===== config.mk =====
export PLATFORM = sky130hd
export DESIGN_NAME = debug_word_tx
export DESIGN_NICKNAME = d
export VERILOG_FILES = /design/src/rtl/debug_pkg.sv /design/src/rtl/uart_baud_tick.sv /design/src/rtl/debug_word_tx.sv
export SDC_FILE = /design/constraint.sdc
export NUM_CORES = 1
export LEC_CHECK = 0
export BUFFER_PORTS_ARGS = -buffer_cell sky130_fd_sc_hd__buf_2
export CORE_MARGIN = 10
export CORE_UTILIZATION = 40
export CTS_BUF_LIST = sky130_fd_sc_hd__clkbuf_4 sky130_fd_sc_hd__clkbuf_8 sky130_fd_sc_hd__clkbuf_16
export CTS_CLUSTER_DIAMETER = 200
export DETAILED_ROUTE_END_ITERATION = 8
export PLACE_DENSITY_LB_ADDON = 0.25
export SLEW_MARGIN = 20
export SYNTH_ARGS = -nofsm -noshare
export SYNTH_HDL_FRONTEND = slang
export SYNTH_SLANG_ARGS = --single-unit

===== constraint.sdc =====
create_clock -name clk -period 2 [get_ports clk]
set_input_delay 0.6 -clock clk [delete_from_list [all_inputs] [get_ports clk]]
set_output_delay 0.6 -clock clk [all_outputs]
set_load 0.005 [all_outputs]

===== src/rtl/debug_pkg.sv =====
// Shared debug-unit package: TX FSM state encoding and the UART framing constants
// used by both the debug word transmitter and the program-loading receiver.
package debug_pkg;

    typedef enum logic [2:0] {
        IDLE,
        START,
        DATA,
        PARITY,
        STOP,
        DONE
    } txState_t;

    localparam int   DEFAULT_CLKS_PER_BIT = 5208;  // 100 MHz / 19200 baud
    localparam logic START_BIT            = 1'b0;
    localparam logic STOP_BIT             = 1'b1;
    localparam int   DATA_BITS            = 8;

endpackage


===== src/rtl/uart_baud_tick.sv =====
// Bit-period timer: emits a one-cycle tick every CLKS_PER_BIT cycles. The clear input
// restarts the period so the first bit after a request is a full bit long.
module uart_baud_tick
    import debug_pkg::*;
#(
    parameter int CLKS_PER_BIT = DEFAULT_CLKS_PER_BIT
) (
    input  logic clk,
    input  logic rst,
    input  logic clear,
    output logic tick
);

    localparam int            CW   = $clog2(CLKS_PER_BIT);
    localparam logic [CW-1:0] LAST = CW'(CLKS_PER_BIT - 1);

    logic [CW-1:0] cnt;

    // NOTE: sequential state is assigned with <= so every flop samples pre-edge values.
    always_ff @(posedge clk or negedge rst) begin
        if (!rst)              cnt <= '0;
        else if (clear)        cnt <= '0;
        else if (cnt == LAST)  cnt <= '0;
        else                   cnt <= cnt + CW'(1);
    end

    assign tick = (cnt == LAST) && !clear;

endmodule


===== src/rtl/debug_word_tx.sv =====
// Sends 32-bit debug words to the host as WORD_BYTES UART frames, MSB byte first,
// LSB bit first. Define DEBUG_TX_PARITY_EN for 8E1 frames; default is 8N1.
module debug_word_tx
    import debug_pkg::*;
#(
    parameter int CLKS_PER_BIT = DEFAULT_CLKS_PER_BIT,
    parameter int WORD_BYTES   = 4
) (
    input  logic        clk,
    input  logic        rst,
    input  logic [31:0] in_word,
    input  logic        in_valid,
    output logic        out_ready,
    output logic        out_busy,
    output logic        out_done,
    output logic        TX
);

    localparam int                BYTE_W    = (WORD_BYTES > 1) ? $clog2(WORD_BYTES) : 1;
    localparam logic [BYTE_W-1:0] LAST_BYTE = BYTE_W'(WORD_BYTES - 1);
    localparam logic [2:0]        LAST_BIT  = 3'(DATA_BITS - 1);

    txState_t          state,    stateNxt;
    logic [31:0]       shiftReg, shiftNxt;
    logic [BYTE_W-1:0] byteCnt,  byteNxt;
    logic [2:0]        bitIdx,   bitNxt;
    logic              txNxt;
    logic              accept;
    logic              baudTick;

    // DONE behaves as IDLE so a queued word follows the last stop bit directly.
    assign out_ready = (state == IDLE) || (state == DONE);
    assign out_busy  = !out_ready;
    assign out_done  = (state == DONE);
    assign accept    = in_valid && out_ready;

    uart_baud_tick #(.CLKS_PER_BIT(CLKS_PER_BIT)) baudGen (
        .clk   (clk),
        .rst   (rst),
        .clear (accept),
        .tick  (baudTick)
    );

    always_ff @(posedge clk or negedge rst) begin
        if (!rst) begin
            state    <= IDLE;
            shiftReg <= '0;
            byteCnt  <= '0;
            bitIdx   <= '0;
            TX       <= STOP_BIT;
        end else begin
            state    <= stateNxt;
            shiftReg <= shiftNxt;
            byteCnt  <= byteNxt;
            bitIdx   <= bitNxt;
            TX       <= txNxt;
        end
    end

    // NOTE: every output of this block gets a default first, so no path infers a latch.
    always_comb begin
        stateNxt = state;
        shiftNxt = shiftReg;
        byteNxt  = byteCnt;
        bitNxt   = bitIdx;
        txNxt    = TX;
        case (state)
            IDLE, DONE: begin
                stateNxt = IDLE;
                txNxt    = STOP_BIT;
                if (accept) begin
                    stateNxt = START;
                    shiftNxt = in_word;
                    byteNxt  = '0;
                    bitNxt   = '0;
                    txNxt    = START_BIT;
                end
            end
            START: if (baudTick) begin
                stateNxt = DATA;
                txNxt    = shiftReg[24];
            end
            DATA: if (baudTick) begin
                // Rotating the current byte brings it back intact after eight bits.
                shiftNxt[31:24] = {shiftReg[24], shiftReg[31:25]};
                if (bitIdx == LAST_BIT) begin
                    bitNxt = '0;
`ifdef DEBUG_TX_PARITY_EN
                    stateNxt = PARITY;
                    txNxt    = ^shiftReg[31:24];
`else
                    stateNxt = STOP;
                    txNxt    = STOP_BIT;
`endif
                end else begin
                    bitNxt = bitIdx + 3'd1;
                    txNxt  = shiftReg[25];
                end
            end
`ifdef DEBUG_TX_PARITY_EN
            PARITY: if (baudTick) begin
                stateNxt = STOP;
                txNxt    = STOP_BIT;
            end
`endif
            STOP: if (baudTick) begin
                if (byteCnt == LAST_BYTE) begin
                    stateNxt = DONE;
                    byteNxt  = '0;
                end else begin
                    stateNxt = START;
                    byteNxt  = byteCnt + BYTE_W'(1);
                    shiftNxt = shiftReg << 8;
                    txNxt    = START_BIT;
                end
            end
            default: stateNxt = IDLE;
        endcase
    end

endmodule

Word-level counts from Yosys, hierarchy flattened
Cells that the tools add are included.
{"block": "classes", "n_eq_ne": 13, "n_addsub": 3, "reduce_logical": 17, "n_mux": 30}
{"op": "2-to-1 mux 32 bit", "n": 3}
{"op": "one-hot mux 24 bit (2 select lines)", "n": 1}
{"op": "2-to-1 mux 13 bit", "n": 2}
{"op": "2-to-1 mux 3 bit", "n": 8}
{"op": "one-hot mux 8 bit (3 select lines)", "n": 1}
{"op": "adder 13 x 1 -> 13 bit, second input constant", "n": 1}
{"op": "equality test 13 bit, second input constant", "n": 1}
{"op": "one-hot mux 3 bit (4 select lines)", "n": 1}
{"op": "AND reduction 5 bit", "n": 2}
{"op": "equality test 3 bit, second input constant", "n": 3}
{"op": "2-to-1 mux 8 bit", "n": 1}
{"op": "inequality test 2 x 1 -> 1 bit, second input constant", "n": 4}
{"op": "AND reduction 4 bit", "n": 2}
{"op": "2-to-1 mux 1 bit", "n": 7}
{"op": "2-to-1 mux 2 bit", "n": 3}
{"op": "one-hot mux 3 bit (2 select lines)", "n": 1}
{"op": "AND reduction 3 bit", "n": 2}
{"op": "inequality test 2 bit, second input constant", "n": 2}
{"op": "one-hot mux 1 bit (4 select lines)", "n": 1}
{"op": "one-hot mux 2 bit (2 select lines)", "n": 1}
{"op": "nonzero test 2 bit", "n": 2}
{"op": "nonzero test 4 bit", "n": 1}
{"op": "adder 3 x 1 -> 3 bit, second input constant", "n": 1}
{"op": "equality test 3 x 1 -> 1 bit, second input constant", "n": 1}
{"op": "other kinds (9)", "n": 11}
{"block": "totals", "wordCells": 70, "ff_bits": 54, "in_bits": 35, "output_inout_bits": 4}

Logic depth before layout (Yosys ltp)
{"block": "logic_depth", "ltp_word": 7, "mapped_depth": 7}

Modules after synthesis
A second synthesis with hierarchy kept.
{"block": "hier_totals", "hier_cells": 328, "area_unflattened_um2": 2985.4}
{"module": "debug_word_tx", "cells_each": 259, "instances": 1, "seq_area_each_um2": 1027.2, "area_each_um2": 2303.5}
{"module": "uart_baud_tick", "cells_each": 69, "instances": 1, "seq_area_each_um2": 325.3, "area_each_um2": 681.9}

Least setup slack after synthesis
Ideal clock, no wire load.
{"block": "synth_path", "path_type": "reg2reg", "startpoint": "register baudGen.cnt[0]", "endpoint": "register shiftReg[10]", "t_required_ns": 1.875, "path_stages_with_launch": 7, "t_arrival_ns": 1.777, "slack_ns": 0.098, "n_path_buf": 1, "setup_ns": 0.125, "cell_sequence": "dfrtp_1 -> ha_1 -> and4_2 -> nand4_2 -> a22oi_4 -> buf_12 -> mux2_4"}
{"block": "synth_between", "elab_chain_cells": 4}
{"item": "start, declared", "line": "uart_baud_tick.sv:17", "source": "logic [CW-1:0] cnt;"}
{"item": "start signal, assigned", "line": "uart_baud_tick.sv:24", "source": "else cnt <= cnt + CW'(1);"}
{"item": "equality test 13 bit", "line": "uart_baud_tick.sv:27", "source": "assign tick = (cnt == LAST) && !clear;"}
{"item": "logical AND 1 bit", "line": "uart_baud_tick.sv:27"}
{"item": "inequality test 2 x 1 -> 1 bit (no source line)"}
{"item": "AND reduction 4 bit (no source line)"}
{"item": "end signal, assigned", "line": "debug_word_tx.sv:53", "source": "shiftReg <= shiftNxt;"}
{"item": "end, declared", "line": "debug_word_tx.sv:24", "source": "logic [31:0] shiftReg, shiftNxt;"}
No other way between the ends.
A chain may end at the register's enable or synchronous reset.

Final worst setup path
{"block": "layout_path", "startpoint": "register state[2]", "endpoint": "output out_busy"}
{"block": "layout_between", "elab_chain_cells": 3}
{"item": "start, declared", "line": "debug_word_tx.sv:23", "source": "txState_t state, stateNxt;"}
{"item": "start signal, assigned", "line": "debug_word_tx.sv:52", "source": "state <= stateNxt;"}
{"item": "equality test 3 bit / logical NOT 3 bit (equally long branches)", "line": "debug_word_tx.sv:32", "source": "assign out_ready = (state == IDLE) || (state == DONE);"}
{"item": "logical OR 1 bit *", "line": "debug_word_tx.sv:32"}
{"item": "logical NOT 1 bit *", "line": "debug_word_tx.sv:33", "source": "assign out_busy = !out_ready;"}
{"item": "end, declared", "line": "debug_word_tx.sv:14", "source": "output logic out_busy,"}
Mark *: on every way between the ends. The rest lies on a longest branch, timed or not.

==> metrics list <==
- CTS placed an instance of clkbuf_8 at the clock tree root.
- Clock tree synthesis found a total of 54 sinks.
- Diodes inserted: 0
- The final-report max-slew violation count came to 0.
- Max-cap violations in this run came to 0.
- Cells after synthesis: 297
* DRT Wirelength: 6850 microns
- Routed vias: 2291
- In the finished design, the share of the clock period the worst path needs comes to 0.961.
- Hold-fix buffers at CTS: 0
- Instance count after placement with tap cells included: 431
- Before antenna repair, the detailed router went through 4 iterations.
- Predominant post-synthesis flop cell: dfrtp_1
* Most common library cell in the layout ignoring fill and taps: nand2_1
- Die boundary height: 107 microns
- Worst slew slack as a fraction of its limit: 0.683
- Setup violations remaining at the end of the flow were counted as 0.
* Estimated wirelength of the detail-placed design: 5110 microns
* Share of flip-flops with an asynchronous set or reset: 1.00
* Die width: 107 microns
- Maximum number of pins on one net before global-route repair: 29
* IR drop worst, VDD: 282 uV
- Post-Syn Nets: 336
- Fraction of layout instances using a drive strength above 1: 0.311
* Post-synthesis sequential area ratio: 0.448
- Number of distinct standard cells referenced by the synthesized netlist: 49
* Synth top area cells: dfrtp_1, nand2_1, mux2_2
- The share of synthesized area in the top cell type comes to 0.439.
- Standby leakage power: 1.50 nW
* Clock skew after layout: 0.00696 ns
- Tracing the worst setup path back leads to its startpoint at state[2]$_DFFE_PN0P_.
- Of all nets on the critical path, the largest fanout is 8.
* Class of the most critical setup path: reg2out
* Total power after layout: 0.00181 W
* Number of top-level design ports: 39
* Maximum clock path buffer count: 2
- The worst register-to-register path has a depth of 5.
- Averaged over all synthesized cells, the footprint is 10.2 sq um.
- The floorplan has 31 rows.
- Port-buffer cells: 38
* Final setup TNS: 0 ns
- The filler cells instantiated in the layout total 719.
- The setup check on the worst reg-to-reg path leaves a slack of 0.09 ns.
* Met1 usage in global routing: 0.174
* Path class of the lowest-slack min-delay path: in2async
- Synthesis inferred 54 register bits.
- At the pin with the least slew margin, the transition time is 0.471 ns.
- Dividing total power by cell area gives a power density of 517 nW/um^2.
- Overall fraction of global-route tracks in use: 0.126
* Die area: 11400 sq um
- STA classifies the critical path endpoint as a primary output.
- Initial Utilization: 0.414
- After layout, the worst setup slack is 0.0780 ns.
- TritonCTS built the clock tree.
- For the worst setup path, the data required time is 1.40 ns.
- For this run the aggregate overflow at the end of global routing stands at 0.
- The number of global-route vias before repair came to 2373.
- CTS HTree Levels: 2
* Count of nets after finishing: 380
* Yosys warning total: 0
- Fmax: 520 MHz
- Final Critical Period: 1.92 ns
- The biggest area contributor in the post-synthesis netlist is dfrtp_1.
* Antenna violations before repair: 0
- Post-synthesis to final-layout area growth: 15.8%
* Drt via density: 5.21
* Post-synth EDFFs: 0
* Detailed-route DRC error count: 0
- For this run, global-route usage on met2 was measured as 0.190.
- The final hold violation count was 0.
* Endpoint of the worst setup timing path: out_busy
* Number of buffers added by the clock tree synthesis step: 5
- Dividing the detail-routed wire length by the instance count gives 15.6 microns.
* Outcome: completed
- The first routing iteration left 166 violations.
- STA classifies the critical path startpoint as a register.
* Finished Layout Cells: 440
* Clock-pin slew on the worst setup and hold paths: 0.10 ns
- Crit Reg-Reg Endpoint: shiftReg[16]$_DFFE_PN0P_
- Data on the critical path arrives at its endpoint at 1.32 ns.
- At the end of routability-driven placement, the weighted congestion stood at 0.766.
* Wire length of the first global-routing pass: 11800 microns
- In this run the cell area of the synthesized design comes to 3020 sq um.
* Busiest metal layer after global routing: met2
- For met3 alone, demand over resource in global routing was 0.0329.
- Clk_lat worst skew: 0.31 ns
- Core region area: 7290 sq um
- Remaining antenna violation count: 0
- In the layout the commonest cells are nand2_1, dfrtp_1, buf_2, nor2_1, o221ai_1.
- The worst register-to-register path begins at baudGen.cnt[3]$_DFF_PN0_.
- Pre-CTS worst setup slack: 0.0482 ns
[layer usage]
layer,up-vias,wire [microns],part of all wire
met5,-,0,0
met4,0,41,0.0060
met3,4,469,0.068
met2,62,3080,0.45
met1,1079,3260,0.48
li1,1146,-,-
[critical path, cell delays in order (launching register included)]
cell	delay (ns)
dfrtp_2	0.48
xnor2_2	0.22
and2_1	0.17
inv_1	0.04
buf_2	0.11
[flip-flops by register name, indices dropped and copies added (netlist names)]
name / flops
TX: 1
bitIdx: 3
baudGen.cnt: 13
shiftReg: 32
state: 3
byteCnt: 2
[cell families after synthesis]
kind of cell / share of synthesized area
adder cells (fa/ha/maj): 0.0166
AO/OA/AOI/OAI: 0.142
multiplexers: 0.102
AND/OR/NAND/NOR: 0.215
buffers and inverters: 0.0394
XOR/XNOR: 0.0377
flip-flops: 0.448
[how the worst min path moves through the flow]
stage	slack [ns]	to
after floorplan	0.30	baudGen.cnt[0]$_DFF_PN0_
after global placement	0.48	bitIdx[0]$_DFFE_PN0P_
after detailed placement	0.49	bitIdx[0]$_DFFE_PN0P_
after CTS	0.19	shiftReg[3]$_DFFE_PN0P_
after global routing	0.20	shiftReg[4]$_DFFE_PN0P_
final	0.19	shiftReg[0]$_DFFE_PN0P_
[where the power goes]
group | internal [W] | switching (W) | leakage (nW) | total (W)
clock | 0.000250 | 0.000370 | 0.0450 | 0.000620
combinational | 0.0000446 | 0.0000526 | 0.842 | 0.0000972
sequential | 0.00109 | 0 | 0.613 | 0.00109
total | 0.00139 | 0.000423 | 1.50 | 0.00181
[repair_timing]
action | in CTS | in global routing
resized for setup | 1 | 4
cloned | 0 | 0
setup endpoints to repair | 2 | 25
buffers inserted | 0 | 2
pin swaps | 0 | 1
[per-stage QoR]
step	hold WS [ns]	cell area, sq um	utilization
floorplan	0.304	3020	-
global placement	0.481	3370	0.463
detailed placement	0.490	3370	0.463
CTS	0.192	3470	0.476
global route	0.201	3500	0.479
finish	0.187	3500	0.479
[cell usage after synthesis (2+ instances only)]
cell	n
nand2_1	56
dfrtp_1	53
nor2_1	16
o221ai_1	16
a21oi_1	14
mux2_2	14
nand3_1	12
xnor2_1	11
mux2_4	10
nor2b_1	10
clkbuf_1	9
a22o_1	8
buf_2	7
inv_1	6
o21ai_0	5
ha_1	4
nor4_1	4
nand2b_1	3
nand4_1	3
a22oi_4	2
nand3_2	2
nor3b_1	2
nor4b_4	2
or3_1	2
xor2_1	2
[layout make-up]
cell class	instances	area [sq um]	share of cell area
tap	99	124	0.0354
clock buffer	5	68.8	0.0197
clock inverter	2	17.5	0.00501
timing repair buffer	55	343	0.0981
inverter	6	22.5	0.00644
multi-input combinational	219	1560	0.447
sequential	54	1360	0.388
(Power assumes the default switching activity.)
